$ cat src/rtl/config_access_arbiter.sv
// Round-robin arbiter sharing the configuration memory write port between panels,
// with password check against syskey and per-panel lockout after repeated mismatches.
module config_access_arbiter #(
    parameter int unsigned NREQ        = 3,
    parameter int unsigned CFG_W       = 35,
    parameter int unsigned KEY_W       = 2,
    parameter int unsigned MAX_FAIL    = 3,
    parameter int unsigned LOCK_CYCLES = 16
) (
    input  logic                  clk,
    input  logic                  arst,
    input  logic [NREQ-1:0]       req,
    input  logic [NREQ*KEY_W-1:0] pass_bus,
    input  logic [NREQ*CFG_W-1:0] cfg_bus,
    input  logic [KEY_W-1:0]      syskey,
    output logic [NREQ-1:0]       gnt,
    output logic [NREQ-1:0]       ack,
    output logic [NREQ-1:0]       nack,
    output logic [CFG_W-1:0]      cfg_out,
    output logic                  write_en,
    output logic [NREQ-1:0]       locked,
    output logic [2:0]            dbg_state
);

    localparam int unsigned ID_W   = (NREQ > 1) ? $clog2(NREQ) : 1;
    localparam int unsigned FAIL_W = 3;
    localparam int unsigned TMR_W  = 8;

    typedef enum logic [2:0] {
        ST_IDLE    = 3'b001,
        ST_CHECK   = 3'b010,
        ST_WRITE   = 3'b011,
        ST_RELEASE = 3'b100,
        ST_DENY    = 3'b101
    } state_e;

    state_e             state_q, state_d;
    logic [ID_W-1:0]    gnt_id_q, gnt_id_d;
    logic [ID_W-1:0]    rr_ptr_q, rr_ptr_d;
    logic [NREQ-1:0]    gnt_q, gnt_d;
    logic [NREQ-1:0]    ack_q, ack_d;
    logic [NREQ-1:0]    nack_q, nack_d;
    logic [CFG_W-1:0]   cfg_out_q, cfg_out_d;
    logic               write_en_q, write_en_d;
    logic [NREQ-1:0]    locked_q, locked_d;
    logic [FAIL_W-1:0]  fail_q [NREQ];
    logic [FAIL_W-1:0]  fail_d [NREQ];
    logic [TMR_W-1:0]   timer_q [NREQ];
    logic [TMR_W-1:0]   timer_d [NREQ];

    logic [KEY_W-1:0]   pass_a [NREQ];
    logic [CFG_W-1:0]   cfg_a [NREQ];
    logic [NREQ-1:0]    eligible;
    logic               found;
    logic [ID_W-1:0]    pick;
    int unsigned        idx;
    logic [FAIL_W-1:0]  fail_cnt;

    // Split the flat panel buses into per-panel words
    always_comb begin
        for (int i = 0; i < NREQ; i++) begin
            pass_a[i] = pass_bus[i*KEY_W +: KEY_W];
            cfg_a[i]  = cfg_bus[i*CFG_W +: CFG_W];
        end
    end

    // Next-state, arbitration, fail counters and lock timers
    always_comb begin
        state_d    = state_q;
        gnt_id_d   = gnt_id_q;
        rr_ptr_d   = rr_ptr_q;
        gnt_d      = gnt_q;
        ack_d      = '0;
        nack_d     = '0;
        write_en_d = 1'b0;
        cfg_out_d  = cfg_out_q;
        found      = 1'b0;
        pick       = '0;
        idx        = 0;
        fail_cnt   = '0;
        for (int i = 0; i < NREQ; i++) begin
            fail_d[i]  = fail_q[i];
            timer_d[i] = (timer_q[i] != '0) ? timer_q[i] - TMR_W'(1) : '0;
        end

        // Registered lock state is used, so a lock expiring this cycle still excludes
        eligible = req & ~locked_q;
        for (int unsigned i = 0; i < NREQ; i++) begin
            idx = 32'(rr_ptr_q) + i;
            if (idx >= NREQ) idx = idx - NREQ;
            if (!found && eligible[ID_W'(idx)]) begin
                found = 1'b1;
                pick  = ID_W'(idx);
            end
        end

        case (state_q)
            ST_IDLE: begin
                if (found) begin
                    gnt_id_d = pick;
                    gnt_d    = NREQ'(1) << pick;
                    state_d  = ST_CHECK;
                end
            end
            ST_CHECK: begin
                if (!req[gnt_id_q]) begin
                    state_d = ST_IDLE;
                    gnt_d   = '0;
                end else if (pass_a[gnt_id_q] == syskey) begin
                    state_d          = ST_WRITE;
                    cfg_out_d        = cfg_a[gnt_id_q];
                    write_en_d       = 1'b1;
                    ack_d            = gnt_q;
                    fail_d[gnt_id_q] = '0;
                end else begin
                    state_d  = ST_DENY;
                    nack_d   = gnt_q;
                    fail_cnt = fail_q[gnt_id_q] + FAIL_W'(1);
                    if (fail_cnt == FAIL_W'(MAX_FAIL)) begin
                        fail_d[gnt_id_q]  = '0;
                        timer_d[gnt_id_q] = TMR_W'(LOCK_CYCLES);
                    end else begin
                        fail_d[gnt_id_q] = fail_cnt;
                    end
                end
            end
            ST_WRITE, ST_DENY: begin
                state_d = ST_RELEASE;
            end
            ST_RELEASE: begin
                if (!req[gnt_id_q]) begin
                    state_d  = ST_IDLE;
                    gnt_d    = '0;
                    rr_ptr_d = (gnt_id_q == ID_W'(NREQ - 1)) ? '0 : gnt_id_q + ID_W'(1);
                end
            end
            default: begin
                state_d = ST_IDLE;
                gnt_d   = '0;
            end
        endcase

        for (int i = 0; i < NREQ; i++) begin
            locked_d[i] = (timer_d[i] != '0);
        end
    end

    always_ff @(posedge clk or negedge arst) begin
        if (!arst) begin
            state_q    <= ST_IDLE;
            gnt_id_q   <= '0;
            rr_ptr_q   <= '0;
            gnt_q      <= '0;
            ack_q      <= '0;
            nack_q     <= '0;
            cfg_out_q  <= '0;
            write_en_q <= 1'b0;
            locked_q   <= '0;
            for (int i = 0; i < NREQ; i++) begin
                fail_q[i]  <= '0;
                timer_q[i] <= '0;
            end
        end else begin
            state_q    <= state_d;
            gnt_id_q   <= gnt_id_d;
            rr_ptr_q   <= rr_ptr_d;
            gnt_q      <= gnt_d;
            ack_q      <= ack_d;
            nack_q     <= nack_d;
            cfg_out_q  <= cfg_out_d;
            write_en_q <= write_en_d;
            locked_q   <= locked_d;
            for (int i = 0; i < NREQ; i++) begin
                fail_q[i]  <= fail_d[i];
                timer_q[i] <= timer_d[i];
            end
        end
    end

    assign gnt       = gnt_q;
    assign ack       = ack_q;
    assign nack      = nack_q;
    assign cfg_out   = cfg_out_q;
    assign write_en  = write_en_q;
    assign locked    = locked_q;
    assign dbg_state = state_q;

endmodule

$ cat config.mk
export PLATFORM = sky130hd
export DESIGN_NAME = config_access_arbiter
export DESIGN_NICKNAME = d
export VERILOG_FILES = /design/src/rtl/config_access_arbiter.sv
export SDC_FILE = /design/constraint.sdc
export NUM_CORES = 1
export LEC_CHECK = 0
export BUFFER_PORTS_ARGS = -buffer_cell sky130_fd_sc_hd__buf_2
export CAP_MARGIN = 40
export CORE_ASPECT_RATIO = 1.2
export CORE_MARGIN = 3
export CORE_UTILIZATION = 46
export DETAILED_ROUTE_END_ITERATION = 10
export PLACE_DENSITY_LB_ADDON = 0.05
export SLEW_MARGIN = 20
export SYNTH_ARGS = -nofsm -noshare
export SYNTH_HDL_FRONTEND = slang
export SYNTH_SLANG_ARGS = --single-unit
export TNS_END_PERCENT = 1
$ cat constraint.sdc
create_clock -name clk -period 2.71 [get_ports clk]
set_clock_uncertainty 0.1 [all_clocks]
set_input_delay 0.4065 -clock clk [delete_from_list [all_inputs] [get_ports clk]]
set_output_delay 0.4065 -clock clk [all_outputs]
set_load 0.01 [all_outputs]
# Word level (Yosys, flattened, before mapping)
# Cells that the tools add are included.
# totals
reg_bits,88
word_cells,133
# classes
n_addsub,10
magnitude_cmp,9
n_eq_ne,11
n_shift,1
n_mux,58
n_bitwise,10
n_reduce_logical,19
# ops
op,count
$mux W24,4
$bmux W35 S2,1
$mux W35,2
$reduce_bool A8 Y1,6
$mux W3,15
$mux W8,4
$sub A8 B1 Y8 const B,3
$and A21 B21 Y21,1
$not A21 Y21,1
$mux W2,9
$mux W9,2
$demux W8 S2,1
$lt A2 B3 Y1 const B,4
$pmux W3 S4,1
$mux W1,10
$and A9 B9 Y9,1
$bwmux W9,1
$eq A3 B2 Y1 const B,3
$not A9 Y9,1
$pmux W3 S3,1
$bmux W1 S2,4
$reduce_and A2 Y1,4
$bmux W3 S2,1
$demux W3 S2,1
25 further kinds,37

# Depth between registers and ports, before layout
# logic_depth
ltp_word,14
ltp_mapped,11
ltp_nobuf,9

# Least setup slack after synthesis
# OpenSTA, ideal clock, no wires.
# synth_path
path_type,flip-flop to flip-flop
start,register gnt_id_q[1]
end,register locked_q[2] (netlist: locked[2])
setup_ns,0.139
t_arrival_ns,2.633
t_required_ns,2.471
path_slack_ns,-0.162
stages_incl_launch_ff,12
path_buffers,3
cell_sequence,dfrtp_1 buf_2 nor2b_1 clkbuf_1 clkbuf_1 nand2_1 o21ai_0 ha_1 nand2b_1 mux2_2 nor3_2 or4b_1
# synth_via
elab_chain_cells,12
word_cells_on_any_way,25
# synth_lines
element,line_no,source
start: declaration,38,"logic [ID_W-1:0] gnt_id_q, gnt_id_d;"
start signal: assignment,165,gnt_id_q <= gnt_id_d;
branches (longest 9 deep; another with $add A3 B1 Y3),-,
$mux W24 *,106,if (!req[gnt_id_q]) begin
$mux W24 *,97,case (state_q)
$reduce_bool A8 Y1 *,144,locked_d[i] = (timer_d[i] != '0);
via locked_d[2],45,"logic [NREQ-1:0] locked_q, locked_d;"
end signal: assignment,172,locked_q <= locked_d;
end: declaration,45,
# Mark *: on every way through the listed nets, which the timed path passes. The select of a mux whose other input is x is not followed.
# A chain may end at the register's enable or synchronous reset.

# Worst setup path after layout
# Ends and elaborated chain as after synthesis.

==> metrics.md <==
| Metric | Value |
|---|---|
| Actual slew at the worst max-slew pin | 0.6318 ns |
| Status | finished with violations |
| Synth Area per Inst | about 10 µm² |
| Synthesized netlist cell count | 466 |
| Crit path kind | reg -> reg |
| Worst Setup Start Kind | register |
| Post-synth EDFFs | 0 |
| Die H | 117.9 µm |
| Drt first pass iters | 4 |
| TNS Setup | 0 ns |
| Synthesis-to-layout area growth | 27.73% |
| Starting Density | a little under half |
| Horiz. Die Dim | between 90 and 100 µm |
| Largest net degree at the start of global routing | 50 |
| RSZ-0062 raised after global routing | no |
| Failing checks | negative hold slack |
| # DRC | 0 |
| YS warnings | 0 |
| Relative slew slack | 57.88% |
| Clk slew on worst S/H paths | approximately 0.070 ns |
| Synth top area share | between 40% and 50% |
| Leakage | 3.075 nW |
| Most common cell in the netlist | dfrtp_1 |
| GRT Total Usage | between 10% and 20% |
| Sequential Area | approximately 2200 µm² |
| H-tree levels | 3 |
| Vias per inst | roughly 5.3 |
| Footprint of the multi-input gates | 2461 µm² |
| CTS buffer count | 9 |
| Initial antenna violation count | 0 |
| Clock latency on the worst-skew pair | 0.33 ns |
| Sequential area share after synthesis | 45.90% |
| Synth async-reset ratio | 100.0% |
| First-pass GRT wire length | 19180 µm |
| Layout fillers | slightly below 900 |
| Final cycle utilization of the critical path | a little over 90% |
| Top FF cell, synth | dfrtp_1 |
| Routed vias | roughly 4100 |
| Arr. time, crit path | between 2 and 3 ns |
| # IOs | about 170 |
| Layout cells sized above 1 | around 40% |
| Fmax | around 400 MHz |
| Post_cts resized | 0 |
| Final Hold Fails | 4 |
| Synth cell count leaders | 87 x dfrtp_1, 52 x nand2_1, 43 x mux2i_1 |
| CP Data Required Time | ~2.8 ns |
| CTS tree | built |
| Site Rows | 40 |
| Vias in the first global route | 4050 |
| Power Density | 446.2 nW/µm² |
| Core ar. | ~10000 µm² |
| Hold/Removal Path Class | in -> async |
| Final Max Tran Viols | 0 |
| Worst-case clock buffer depth | 2 |
| Root buf cell | clkbuf_16 |
| CP Max Fanout | 12 |
| N_diodes | 0 |
| Synth area leaders | dfrtp_1 45%, mux2_2 9.9%, mux2i_1 9.0% |
| Post-route ant nets | 0 |
| Total gr overflow | 0 |
| Top cell type by total area after synthesis | dfrtp_1 |
| Syn nets | ~590 |
| Max-cap viol count | 0 |
| Fin nets | around 760 |
| GPL Wtd Cong | just over 0.8 |
| Dpl hpwl | 9033 µm |
| Port bufs | between 150 and 200 |
| Die area | 11700 µm² |
| Crit path time final | around 2.5 ns |
| Final setup viols | 0 |
| Clk sinks | between 80 and 90 |
| Hold_ws | -0.008956 ns |
| Setup Buffers After CTS | 0 |
| Yosys cell types | 54 |
| CP Capture Type | register |
| Routed wire length | around 12000 µm |
| Post-layout util | 60.66% |
| Initial DRC Count | approximately 160 |
| Post-Syn Area | 4801 µm² |
| FF+latch count, synth | just under 90 |
| Max rail drop VDD | ~360 µV |
| Post-CTS Hold Buffers | 0 |
| WL/cell | between 15 and 20 µm |
-- per-stage QoR --
stage | instances | instance area [µm²] | setup slack [ns] | hold slack (ns) | total power [W]
after floorplan | 466 | 4812 | -0.01440 | 0.01091 | 0.001384
after global placement | 751 | 5831 | 0.2946 | 0.3532 | 0.001510
after detailed placement | 751 | 5831 | 0.1953 | 0.3536 | 0.001510
after CTS | 767 | 6132 | 0.1857 | 0.01563 | 0.002777
after global routing | 767 | 6132 | 0.05013 | 0.04372 | 0.002845
final | 767 | 6132 | 0.2028 | -0.008956 | 0.002736
-- cell families after synthesis --
group                      count (synthesis)  share of synthesized area [%]
and+or+nand+nor                          156                          16.58
buffers and inverters                     35                          3.023
muxes                                     88                          19.60
xor gates and xnor gates                  13                          2.372
DFF                                       88                          45.90
AOI/OAI and AO/OA                         75                          9.721
adders and majority gates                 11                          2.815
-- flip-flops by register name, summed over array words and instances, names as in the netlist --
name	cells
timer_q	24
ack	3
gnt_id_q	2
locked	3
fail_q	9
dbg_state	3
rr_ptr_q	2
gnt	3
cfg_out	35
write_en	1
nack	3
-- cells in the final DEF (no fill, tap or decap), types with 3 or more instances in the layout --
master     count
xor2_1         4
clkbuf_16      9
or2_2          6
nor2b_1        6
dfrtp_1       86
o31ai_1        6
mux2i_1       43
buf_2        167
nand3_1        7
mux2_2        42
nor4_1         3
o21ai_0       40
nand2b_1       7
inv_1         15
nand2_1       52
and2_1         5
nor3_1        18
buf_4         10
nor2_1        25
o32ai_1        3
xnor2_1        9
a221oi_1       3
ha_1          10
a21oi_1        8
and4b_1        3
or3_1          7
-- final cells by class --
cell class,instances,share of cell area (%)
multi-input combinational,343,40.13
inverter,15,0.9182
timing repair buffer,179,15.51
sequential,88,35.95
clock buffer,9,3.673
tap,126,2.571
clock inverter,7,1.245
-- metal layers --
layer / vias to the layer above / GRT usage (%) / wire [µm]
met2: 129 / 35.42 / 6127
met1: 1925 / 24.15 / 4914
li1: 1999 / - / -
met3: 14 / 3.023 / 702
met5: - / 0 / 0
met4: 0 / 7.003 / 191
-- final timing paths --
| check | depth (start not counted) | slack, ns | end | startpoint |
|---|---|---|---|---|
| worst max-delay path | 6 | 0.20 | locked[2]$_DFF_PN0_ | gnt_id_q[1]$_DFFE_PN0P_ |
| worst min-delay path | 1 | -0.009 | cfg_out[28]$_DFFE_PN0P_ | arst |
| worst max register to register | 6 | 0.20 | locked[2]$_DFF_PN0_ | gnt_id_q[1]$_DFFE_PN0P_ |
| worst min register to register | 1 | 0.36 | timer_q[16]$_DFF_PN0_ | timer_q[16]$_DFF_PN0_ |
| max in group asynchronous | 2 | 1.83 | dbg_state[0]$_DFFE_PN1P_ | arst |
| min in group clk | 4 | 0.30 | cfg_out[26]$_DFFE_PN0P_ | cfg_bus[61] |
-- critical path, cell delays in order, from the launching register on --
cell	delay, ns
dfrtp_2	0.52
mux2_2	0.38
or3_1	0.30
a22oi_1	0.22
buf_4	0.24
nor3_2	0.08
or4b_1	0.52
-- report_power, final --
part           switching [W]  internal, W  total [W]
Sequential                 0      0.00131    0.00131
Clock               0.000530     0.000724    0.00125
Combinational      0.0000800    0.0000889   0.000169
Note: power is estimated with default switching activity, not from simulation.
